--- src/rtl/signed_arith_pkg.sv ---
// Signed-arithmetic helpers shared by the adder/subtractor datapaths:
// overflow detection from sign bits and width-parameterized saturation limits.
package signed_arith_pkg;

    // sum - b overflows only when the operands differ in sign and the result sign departs from sum's.
    function automatic logic sub_ovf(input logic sum_msb, input logic b_msb, input logic d_msb);
        return (sum_msb != b_msb) && (d_msb != sum_msb);
    endfunction

    virtual class sat_lim #(parameter int N = 8);
        static function logic [N-1:0] sat_val(input logic neg);
            return neg ? {1'b1, {(N-1){1'b0}}} : {1'b0, {(N-1){1'b1}}};
        endfunction
    endclass

endpackage

--- src/rtl/hs_pipe_reg.sv ---
// Valid/ready register slice, 1 cycle latency, full throughput.
// Accepts when empty or when the held word drains this cycle; output holds while stalled.
module hs_pipe_reg #(
    parameter int W = 8
) (
    input  logic         clk,
    input  logic         rst,
    input  logic         in_valid,
    output logic         in_ready,
    input  logic [W-1:0] in_dat,
    output logic         out_valid,
    input  logic         out_ready,
    output logic [W-1:0] out_dat
);
    logic         vld_q, vld_d;
    logic [W-1:0] dat_q, dat_d;
    logic         ld;

    assign in_ready  = !vld_q || out_ready;
    assign ld        = in_valid && in_ready;
    assign out_valid = vld_q;
    assign out_dat   = dat_q;

    always_comb begin
        vld_d = vld_q;
        dat_d = dat_q;
        if (ld) begin
            vld_d = 1'b1;
            dat_d = in_dat;
        end else if (out_ready) begin
            vld_d = 1'b0;
        end
    end

    always_ff @(posedge clk) begin
        if (rst) begin
            vld_q <= 1'b0;
            dat_q <= '0;
        end else begin
            vld_q <= vld_d;
            dat_q <= dat_d;
        end
    end

endmodule

--- src/rtl/signed_sub_pipe.sv ---
// Pipelined signed subtractor a = sum - b with overflow flag, optional saturation and event counter.
// 2 cycles latency, 1/cycle throughput; out_ready stalls both stages and combinationally gates in_ready.
module signed_sub_pipe
    import signed_arith_pkg::*;
#(
    parameter int N        = 8,
    parameter bit SATURATE = 1'b0,
    parameter int CNT_W    = 8
) (
    input  logic             clk,
    input  logic             rst,
    input  logic             in_valid,
    output logic             in_ready,
    input  logic [N-1:0]     sum,
    input  logic [N-1:0]     b,
    output logic             out_valid,
    input  logic             out_ready,
    output logic [N-1:0]     a,
    output logic             ovf,
    input  logic             clr_cnt,
    output logic [CNT_W-1:0] ovf_cnt
);
    logic             s1_valid, s1_ready;
    logic [2*N-1:0]   s1_dat;
    logic [N-1:0]     s1_sum, s1_b;
    logic [N-1:0]     diff, res;
    logic             res_ovf;
    logic [N:0]       s2_dat;
    logic [CNT_W-1:0] cnt_q, cnt_d;

    hs_pipe_reg #(.W(2*N)) u_s1 (
        .clk       (clk),
        .rst       (rst),
        .in_valid  (in_valid),
        .in_ready  (in_ready),
        .in_dat    ({sum, b}),
        .out_valid (s1_valid),
        .out_ready (s1_ready),
        .out_dat   (s1_dat)
    );

    assign s1_sum = s1_dat[2*N-1:N];
    assign s1_b   = s1_dat[N-1:0];

    // Only the low N bits of the sign-extended difference are ever observed; the flag needs just its MSB.
    assign diff    = s1_sum - s1_b;
    assign res_ovf = sub_ovf(s1_sum[N-1], s1_b[N-1], diff[N-1]);
    assign res     = (SATURATE && res_ovf) ? sat_lim#(N)::sat_val(s1_sum[N-1]) : diff;

    hs_pipe_reg #(.W(N+1)) u_s2 (
        .clk       (clk),
        .rst       (rst),
        .in_valid  (s1_valid),
        .in_ready  (s1_ready),
        .in_dat    ({res_ovf, res}),
        .out_valid (out_valid),
        .out_ready (out_ready),
        .out_dat   (s2_dat)
    );

    assign ovf     = s2_dat[N];
    assign a       = s2_dat[N-1:0];
    assign ovf_cnt = cnt_q;

    always_comb begin
        cnt_d = cnt_q;
        if (clr_cnt) begin
            cnt_d = '0;
        end else if (out_valid && out_ready && ovf && (cnt_q != {CNT_W{1'b1}})) begin
            cnt_d = cnt_q + CNT_W'(1);
        end
    end

    always_ff @(posedge clk) begin
        if (rst) begin
            cnt_q <= '0;
        end else begin
            cnt_q <= cnt_d;
        end
    end

endmodule

--- config.mk ---
export PLATFORM = sky130hd
export DESIGN_NAME = signed_sub_pipe
export DESIGN_NICKNAME = d
export VERILOG_FILES = /design/src/rtl/signed_arith_pkg.sv /design/src/rtl/hs_pipe_reg.sv /design/src/rtl/signed_sub_pipe.sv
export SDC_FILE = /design/constraint.sdc
export NUM_CORES = 1
export LEC_CHECK = 0
export ABC_CLOCK_PERIOD_IN_PS = 3600
export CORE_MARGIN = 3
export CORE_UTILIZATION = 33
export CTS_CLUSTER_SIZE = 24
export DETAILED_ROUTE_END_ITERATION = 10
export SYNTH_ARGS = -nofsm -noshare
export SYNTH_HDL_FRONTEND = slang
export SYNTH_SLANG_ARGS = --single-unit
--- constraint.sdc ---
create_clock -name clk -period 3.6 [get_ports clk]
set_input_delay 0.54 -clock clk [delete_from_list [all_inputs] [get_ports clk]]
set_output_delay 0.54 -clock clk [all_outputs]
set_load 0.03 [all_outputs]
After elaboration in Yosys (flattened, before gate mapping)
Cells that the tools add are included.

storage, ports and cells
  bits in registers = 35
  input port bits = 21
  output and inout port bits = 19
  logic and storage cells = 27

cells by class
  add/subtract/negate cells = 2
  eq/ne operators = 3
  multiplexer cells = 4
  reductions and logical operators = 13

operators with widths
  kind                                                           count
  8-bit by 1-bit adder with 8-bit output, second input constant  1
  8-bit != test, second input constant                           1
  8-bit subtractor                                               1
  1-bit logical AND                                              6
  1-bit two-way mux                                              4
  2-bit nonzero test                                             2
  1-bit logical NOT                                              2
  1-bit logical OR                                               2
  1-bit != test                                                  2
  2-bit OR reduction                                             1

Logic depth before layout (Yosys ltp)
Gate-level depths: netlist (run 1).

  word-level depth = 5
  mapped depth = 8
  depth with buffers taken out = 8

Hierarchy
Synthesis (run 1) repeated with hierarchy kept, for this count alone.

second synthesis, totals
  cell total of the unflattened synthesis = 218
  area total of the unflattened synthesis = 2013.2 um2

by module, submodules not included
  module               instances  cells each  area an instance (um2)  seq. area each (um2)
  hs_pipe_reg at u_s1  1          78          794.5                   340.3
  signed_sub_pipe      1          95          748.2                   160.2
  hs_pipe_reg at u_s2  1          45          470.5                   200.2

Worst setup path after synthesis (run 1)
No wires, ideal clock.

  path kind = reg-to-reg
  start point = reg u_s1.dat_q[1] (netlist: u_s1.out_dat[1])
  end point = reg u_s2.dat_q[5] (netlist: u_s2.out_dat[5])
  data arrival time = 1.762 ns
  data required time = 3.538 ns
  path slack = 1.775 ns
  cell stages (with the launch flop) = 8
  clock period less this slack = 1.825 ns
  cell sequence = dfxtp_1 inv_1 ha_1 nor2b_4 o31a_1 o21a_1 or4_1 nand3_1

on the way
  cells in the longest elaborated chain, start to end = 1

ends and longest elaborated chain
  what                    RTL line               text
  start, declared         hs_pipe_reg.sv:16      logic [W-1:0] dat_q, dat_d;
  start signal, assigned  hs_pipe_reg.sv:41      dat_q <= dat_d;
  8-bit subtractor        signed_sub_pipe.sv:46  assign diff = s1_sum - s1_b;
  end signal, assigned    hs_pipe_reg.sv:41
  end, declared           hs_pipe_reg.sv:16

No other way between the ends.
A chain may end at the register's enable or synchronous reset.

Final worst setup path (run 1)
  start point = in out_ready
  end point = out in_ready

on the way
  cells in the longest elaborated chain, start to end = 2

ends and longest elaborated chain
  what                           RTL line               text
  start, declared                signed_sub_pipe.sv:17  input logic out_ready,
  1-bit logical OR (2 in a row)  hs_pipe_reg.sv:19      assign in_ready = !vld_q || out_ready;
  end, declared                  signed_sub_pipe.sv:13  output logic in_ready,

No other way between the ends.

==> results of run 1 <==
[power breakdown]
group          switching [mW]  internal, mW
sequential             0.0117         0.407
clock                   0.133         0.175
combinational          0.0850        0.0794
[final timing paths]
kind	startpoint	endpoint	slack, ps	depth (start not counted)
max	out_ready	in_ready	1130	4
min	u_s1.out_dat[3]$_SDFFE_PP0P_	u_s1.out_dat[3]$_SDFFE_PP0P_	450	2
max reg2reg	u_s1.out_dat[8]$_SDFFE_PP0P_	u_s2.out_dat[6]$_SDFFE_PP0P_	1640	8
min reg2reg	u_s1.out_dat[3]$_SDFFE_PP0P_	u_s1.out_dat[3]$_SDFFE_PP0P_	450	2
[synth_stat cells, drive strengths merged]
master,n,area (um2)
a2111o,1,11.3
a211oi,2,15.0
a21o,2,15.0
a21oi,21,105
a221oi,1,15.0
a31oi,1,6.26
and2,2,12.5
and3,1,6.26
buf,4,18.8
clkbuf,4,15.0
dfxtp,35,701
fa,1,20.0
ha,8,100
inv,11,41.3
mux2i,2,20.0
nand2,42,158
nand2b,1,6.26
nand3,8,40.0
nand4,1,6.26
nor2,14,52.6
nor2b,7,53.8
nor3,9,45.0
nor4b,2,17.5
o2111ai,1,15.0
o211ai,1,7.51
o21a,5,37.5
o21ai,3,15.0
o311ai,1,8.76
o31a,1,8.76
o31ai,1,7.51
or2,2,12.5
or3,2,13.8
or4,1,7.51
xnor2,5,43.8
xor2,1,8.76
[final cells by class]
cell class                 count  area [um2]
inverter                      11        41.3
timing repair buffer          40         398
sequential                    35         701
multi-input combinational    150         892
tap                           67        83.8
fill                         530        2600
clock buffer                   8         100
[logic make-up (layout without fill, tap and decap cells)]
group / after synthesis / count (layout) / synth area share
adders and majority gates: 9 / 9 / 0.0720
xor gates and xnor gates: 6 / 6 / 0.0315
DFF: 35 / 35 / 0.420
buffers and inverters: 19 / 59 / 0.0450
muxes: 2 / 2 / 0.0120
AOI/OAI and AO/OA: 41 / 41 / 0.161
and+or+nand+nor: 92 / 92 / 0.259
[per-layer routing]
| layer | track usage | wire (um) |
|---|---|---|
| met3 | 0.0399 | 181 |
| met2 | 0.163 | 1350 |
| met5 | 0 | 0 |
| met1 | 0.169 | 1790 |
| met4 | 0.0427 | 57 |
[state kept, by name (all words and copies together), names as in the netlist]
| signal | count |
|---|---|
| u_s2.out_valid | 1 |
| ovf_cnt | 8 |
| u_s2.out_dat | 9 |
| u_s1.out_valid | 1 |
| u_s1.out_dat | 16 |
[stage by stage]
step	power [mW]	hold slack (ps)
3_3_place_gp	0.591	445
5_1_grt	0.938	475
3_5_place_dp	0.593	448
2_1_floorplan	0.533	436
4_1_cts	0.903	458
6_report	0.890	453
[tightest hold or removal path, delay by kind of cell (launching register included)]
family | cells | cell delay [ps]
flops | 1 | 310
compound gates | 1 | 50
simple gates | 1 | 50
==> reports/qor.yml, run 1 <==
dp_hpwl_um: 2570
ys_warn_count: 0
critical_path.cell_chain: "clkdlybuf4s50_1, nor2b_2, nand2_1, clkdlybuf4s50_1"
post_cts_buffers: 0
cts_hold_buf: 0
clockRootBuffer: "clkbuf_8"
wl_per_cell_um: 10.9
core-area_um2: 4820
setup_viol: 0
syn_nets: 234
cpPeakStageDelay_ps: 600
fin_cells: 311
synth.yosys.seq_area_share: 0.420
initial_core_util: 0.346
drive_above_1_share: 0.0615
maxCapViolations: 0
critical_path_required_ps: 3060
dpl.cell_count: 303
start_kind: "primary input"
worstPathArrival_ps: 1930
fp.dieH_um: 77.1
antennaDiodeCount: 0
final_cell_mix: "42 x nand2_1, 39 x clkdlybuf4s50_1, 35 x dfxtp_1"
fin_crit_sh: 0.687
vdd_drop_max_mv: 0.173
cts.htree.levels: 2
stdcell_area_um2: 2220
netlist_instances: 204
max_freq_mhz: 404
ios: 40
cts.path.max_buffers: 2
grt_max_degree: 29
leakage_nw: 0.820
post-route-util: 0.460
num_rows: 25
drtIter0Drc: 62
detail-route-antenna-nets: 0
vias: 1424
path_clk_slew_ps: 70
tightest_slew_ps: 516
die_x_um: 77.1
criticalPathCategory: "primary input to primary output"
slew_headroom: 0.656
post-route-min-period_ps: 2470
slew_viol_final: 0
cts.repair.resized: 0
grt_first_pass_wirelength_um: 5740
cpMaxStageDelayCell: "clkdlybuf4s50_1"
cp_num_buf_inv: 2
cts_tree: "yes"
post_synth_num_cell_types: 39
via_per_inst: 4.58
skew_ps: 6.86
dpl_cell_area_um2: 2120
path_max_fanout: 5
cts_sinks: 35
final_common_cell: "nand2_1"
rsz0062_at_grt: "no"
synthesis.area_um2: 1670
crit_top_cell: "clkdlybuf4s50_1"
gp_congestion: 0.744
die_area_um2: 5940
gr-usage-all-layers: 0.118
cts_made_buffers: 5
dr.pass1.iters: 4
hold_viol: 0
tns_ps: 0
nNetsFinal: 273
setup_ws_ps: 1130
pwr_density_cell_nw_per_um2: 402
grt_pass1_vias: 1225
path_delay_family: "buffers and inverters"
grt-ovfl-total: 0
status: "completed"
end_kind: "primary output"
portBuffers: 39
ys_ff_latch: 35
drcViolationCount: 0
syn2layout_area_growth_pct: 32.9
antenna_found_initial: 0
insertion_delay_ps: 280
hp-class: "flip-flop to flip-flop"
wl_um: 3380
synth_area_per_cell_um2: 8.18
dp_worst_setup_slack_ps: 1120
Note: power is estimated with default switching activity, not from simulation.
==> inputs of run 2 (changes only) <==
Settings changed: ABC_CLOCK_PERIOD_IN_PS 3600 to 2300.
Clock period 3.6 ns to 2.3 ns, I/O delays scaled along.
==> run 2 against run 1 <==
- largest power group unchanged
- sequential share of layout area barely moved
- critical endpoint unchanged
- critical path type unchanged
- cell count grew 0.32%
- first-iteration DRC count up 16%
- non-clock buffer count increased by 2
- utilization increased by 0.052 points
- clock-buffer cell count shrank 2
- flip-flop and latch count is the same
- power is 53% higher
- combinational power grew 59%
- clock skew is 2.5 ps lower
- via count decreased by 0.70%
- die area unchanged
==> reports/qor.yml, run 2 (same netlist as run 1, synthesis figures left out) <==
cts_hold_buf: 0
drcViolationCount: 0
detail-route-antenna-nets: 0
dpl.cell_count: 305
slew_headroom: 0.650
dp_worst_setup_slack_ps: 220
holdWs_ps: 455
fin_crit_sh: 0.906
setup_ws_ps: 217
crit_top_cell: "clkdlybuf4s50_1"
path_max_fanout: 5
end_kind: "primary output"
largest_register_ff_count: 16
grt_max_degree: 30
cts.path.max_buffers: 2
die_x_um: 77.1
stdcell_area_um2: 2220
pwr_density_cell_nw_per_um2: 612
crit_start: "out_ready"
grtUsageMet1: 0.171
dr.pass1.iters: 4
insertion_delay_ps: 280
drtIter0Drc: 72
r2r_end: "u_s2.out_dat[6]$_SDFFE_PP0P_"
final_cell_mix: "42 x nand2_1, 39 x clkdlybuf4s50_1, 35 x dfxtp_1"
fin_cells: 312
gr-usage-all-layers: 0.122
via_per_inst: 4.53
cts_tree: "yes"
antennaDiodeCount: 0
num_rows: 25
worstPathArrival_ps: 1740
hp-class: "flip-flop to flip-flop"
cts.htree.levels: 2
post-route-util: 0.461
cpPeakStageDelay_ps: 600
fp.dieH_um: 77.1
core-area_um2: 4820
syn2layout_area_growth_pct: 33.0
wl_um: 3470
r2r_cells: 8
grt_pass1_vias: 1263
gp_congestion: 0.793
clockRootBuffer: "clkbuf_8"
maxCapViolations: 0
hold_viol: 0
initial_core_util: 0.346
critical_path.cell_chain: "clkdlybuf4s50_1, nor2b_2, nand2_1, clkdlybuf4s50_1"
path_clk_slew_ps: 70
power_mw: 1.36
antenna_found_initial: 0
cts_sinks: 35
slew_viol_final: 0
skew_ps: 4.33
vias: 1414
r2r_setup_slack_ps: 330
cpMaxStageDelayCell: "clkdlybuf4s50_1"
drive_above_1_share: 0.0694
portBuffers: 39
cts.repair.resized: 0
post_cts_buffers: 0
dpl_cell_area_um2: 2130
ios: 40
top_usage_layer: "met2"
cp-endpoint: "in_ready"
final_common_cell: "nand2_1"
r2r_start: "u_s1.out_dat[8]$_SDFFE_PP0P_"
max_freq_mhz: 480
tns_ps: 0
rsz0062_at_grt: "no"
grt_use_met2: 0.172
dp_hpwl_um: 2570
status: "completed"
tightest_slew_ps: 525
grt_first_pass_wirelength_um: 5870
grt_use_met3: 0.0352
wl_per_cell_um: 11.1
setup_viol: 0
critical_path_required_ps: 1960
fill_cells: 508
vdd_drop_max_mv: 0.364
start_kind: "primary input"
post-route-min-period_ps: 2080
die_area_um2: 5940
leakage_nw: 0.825
grt-ovfl-total: 0
cts_made_buffers: 5
nNetsFinal: 275
criticalPathCategory: "primary input to primary output"
[run 2: area by class of cell]
| class | instances | area, um2 | share of cell area |
|---|---|---|---|
| clock buffers | 6 | 82.6 | 0.0372 |
| clock inverters | 1 | 5.00 | 0.00226 |
| repair buffers | 42 | 413 | 0.186 |
| well taps | 67 | 83.8 | 0.0378 |
| flip-flops and latches | 35 | 701 | 0.316 |
| multi-input cells | 150 | 892 | 0.402 |
| inverters | 11 | 41.3 | 0.0186 |
[run 2: worst max-delay path, delay by kind of cell]
| family | cells | cell delay, ps |
|---|---|---|
| buffers and inverters | 2 | 1050 |
| and+or+nand+nor | 2 | 330 |
[run 2: where the power goes]
part	switching [mW]	internal [mW]	leakage [nW]
Combinational	0.135	0.127	0.491
Sequential	0.0180	0.637	0.287
Clock	0.207	0.235	0.0470
[run 2: worst min-delay path by stage]
stage                                            start                           end  slack, ps  depth (start not counted)
after floorplan           u_s1.out_dat[2]$_SDFFE_PP0P_  u_s1.out_dat[2]$_SDFFE_PP0P_        440                          2
after global placement    u_s1.out_dat[3]$_SDFFE_PP0P_  u_s1.out_dat[3]$_SDFFE_PP0P_        440                          2
after detailed placement  u_s1.out_dat[8]$_SDFFE_PP0P_  u_s1.out_dat[8]$_SDFFE_PP0P_        450                          2
after CTS                 u_s1.out_dat[8]$_SDFFE_PP0P_  u_s1.out_dat[8]$_SDFFE_PP0P_        460                          2
after global routing      u_s1.out_dat[8]$_SDFFE_PP0P_  u_s1.out_dat[8]$_SDFFE_PP0P_        480                          2
final                     u_s1.out_dat[3]$_SDFFE_PP0P_  u_s1.out_dat[3]$_SDFFE_PP0P_        460                          2
[run 2: layer usage]
| layer | routed length, um | share of wire |
|---|---|---|
| met1 | 1820 | 0.52 |
| met2 | 1420 | 0.41 |
| met3 | 180 | 0.052 |
| met4 | 57 | 0.016 |
| met5 | 0 | 0 |
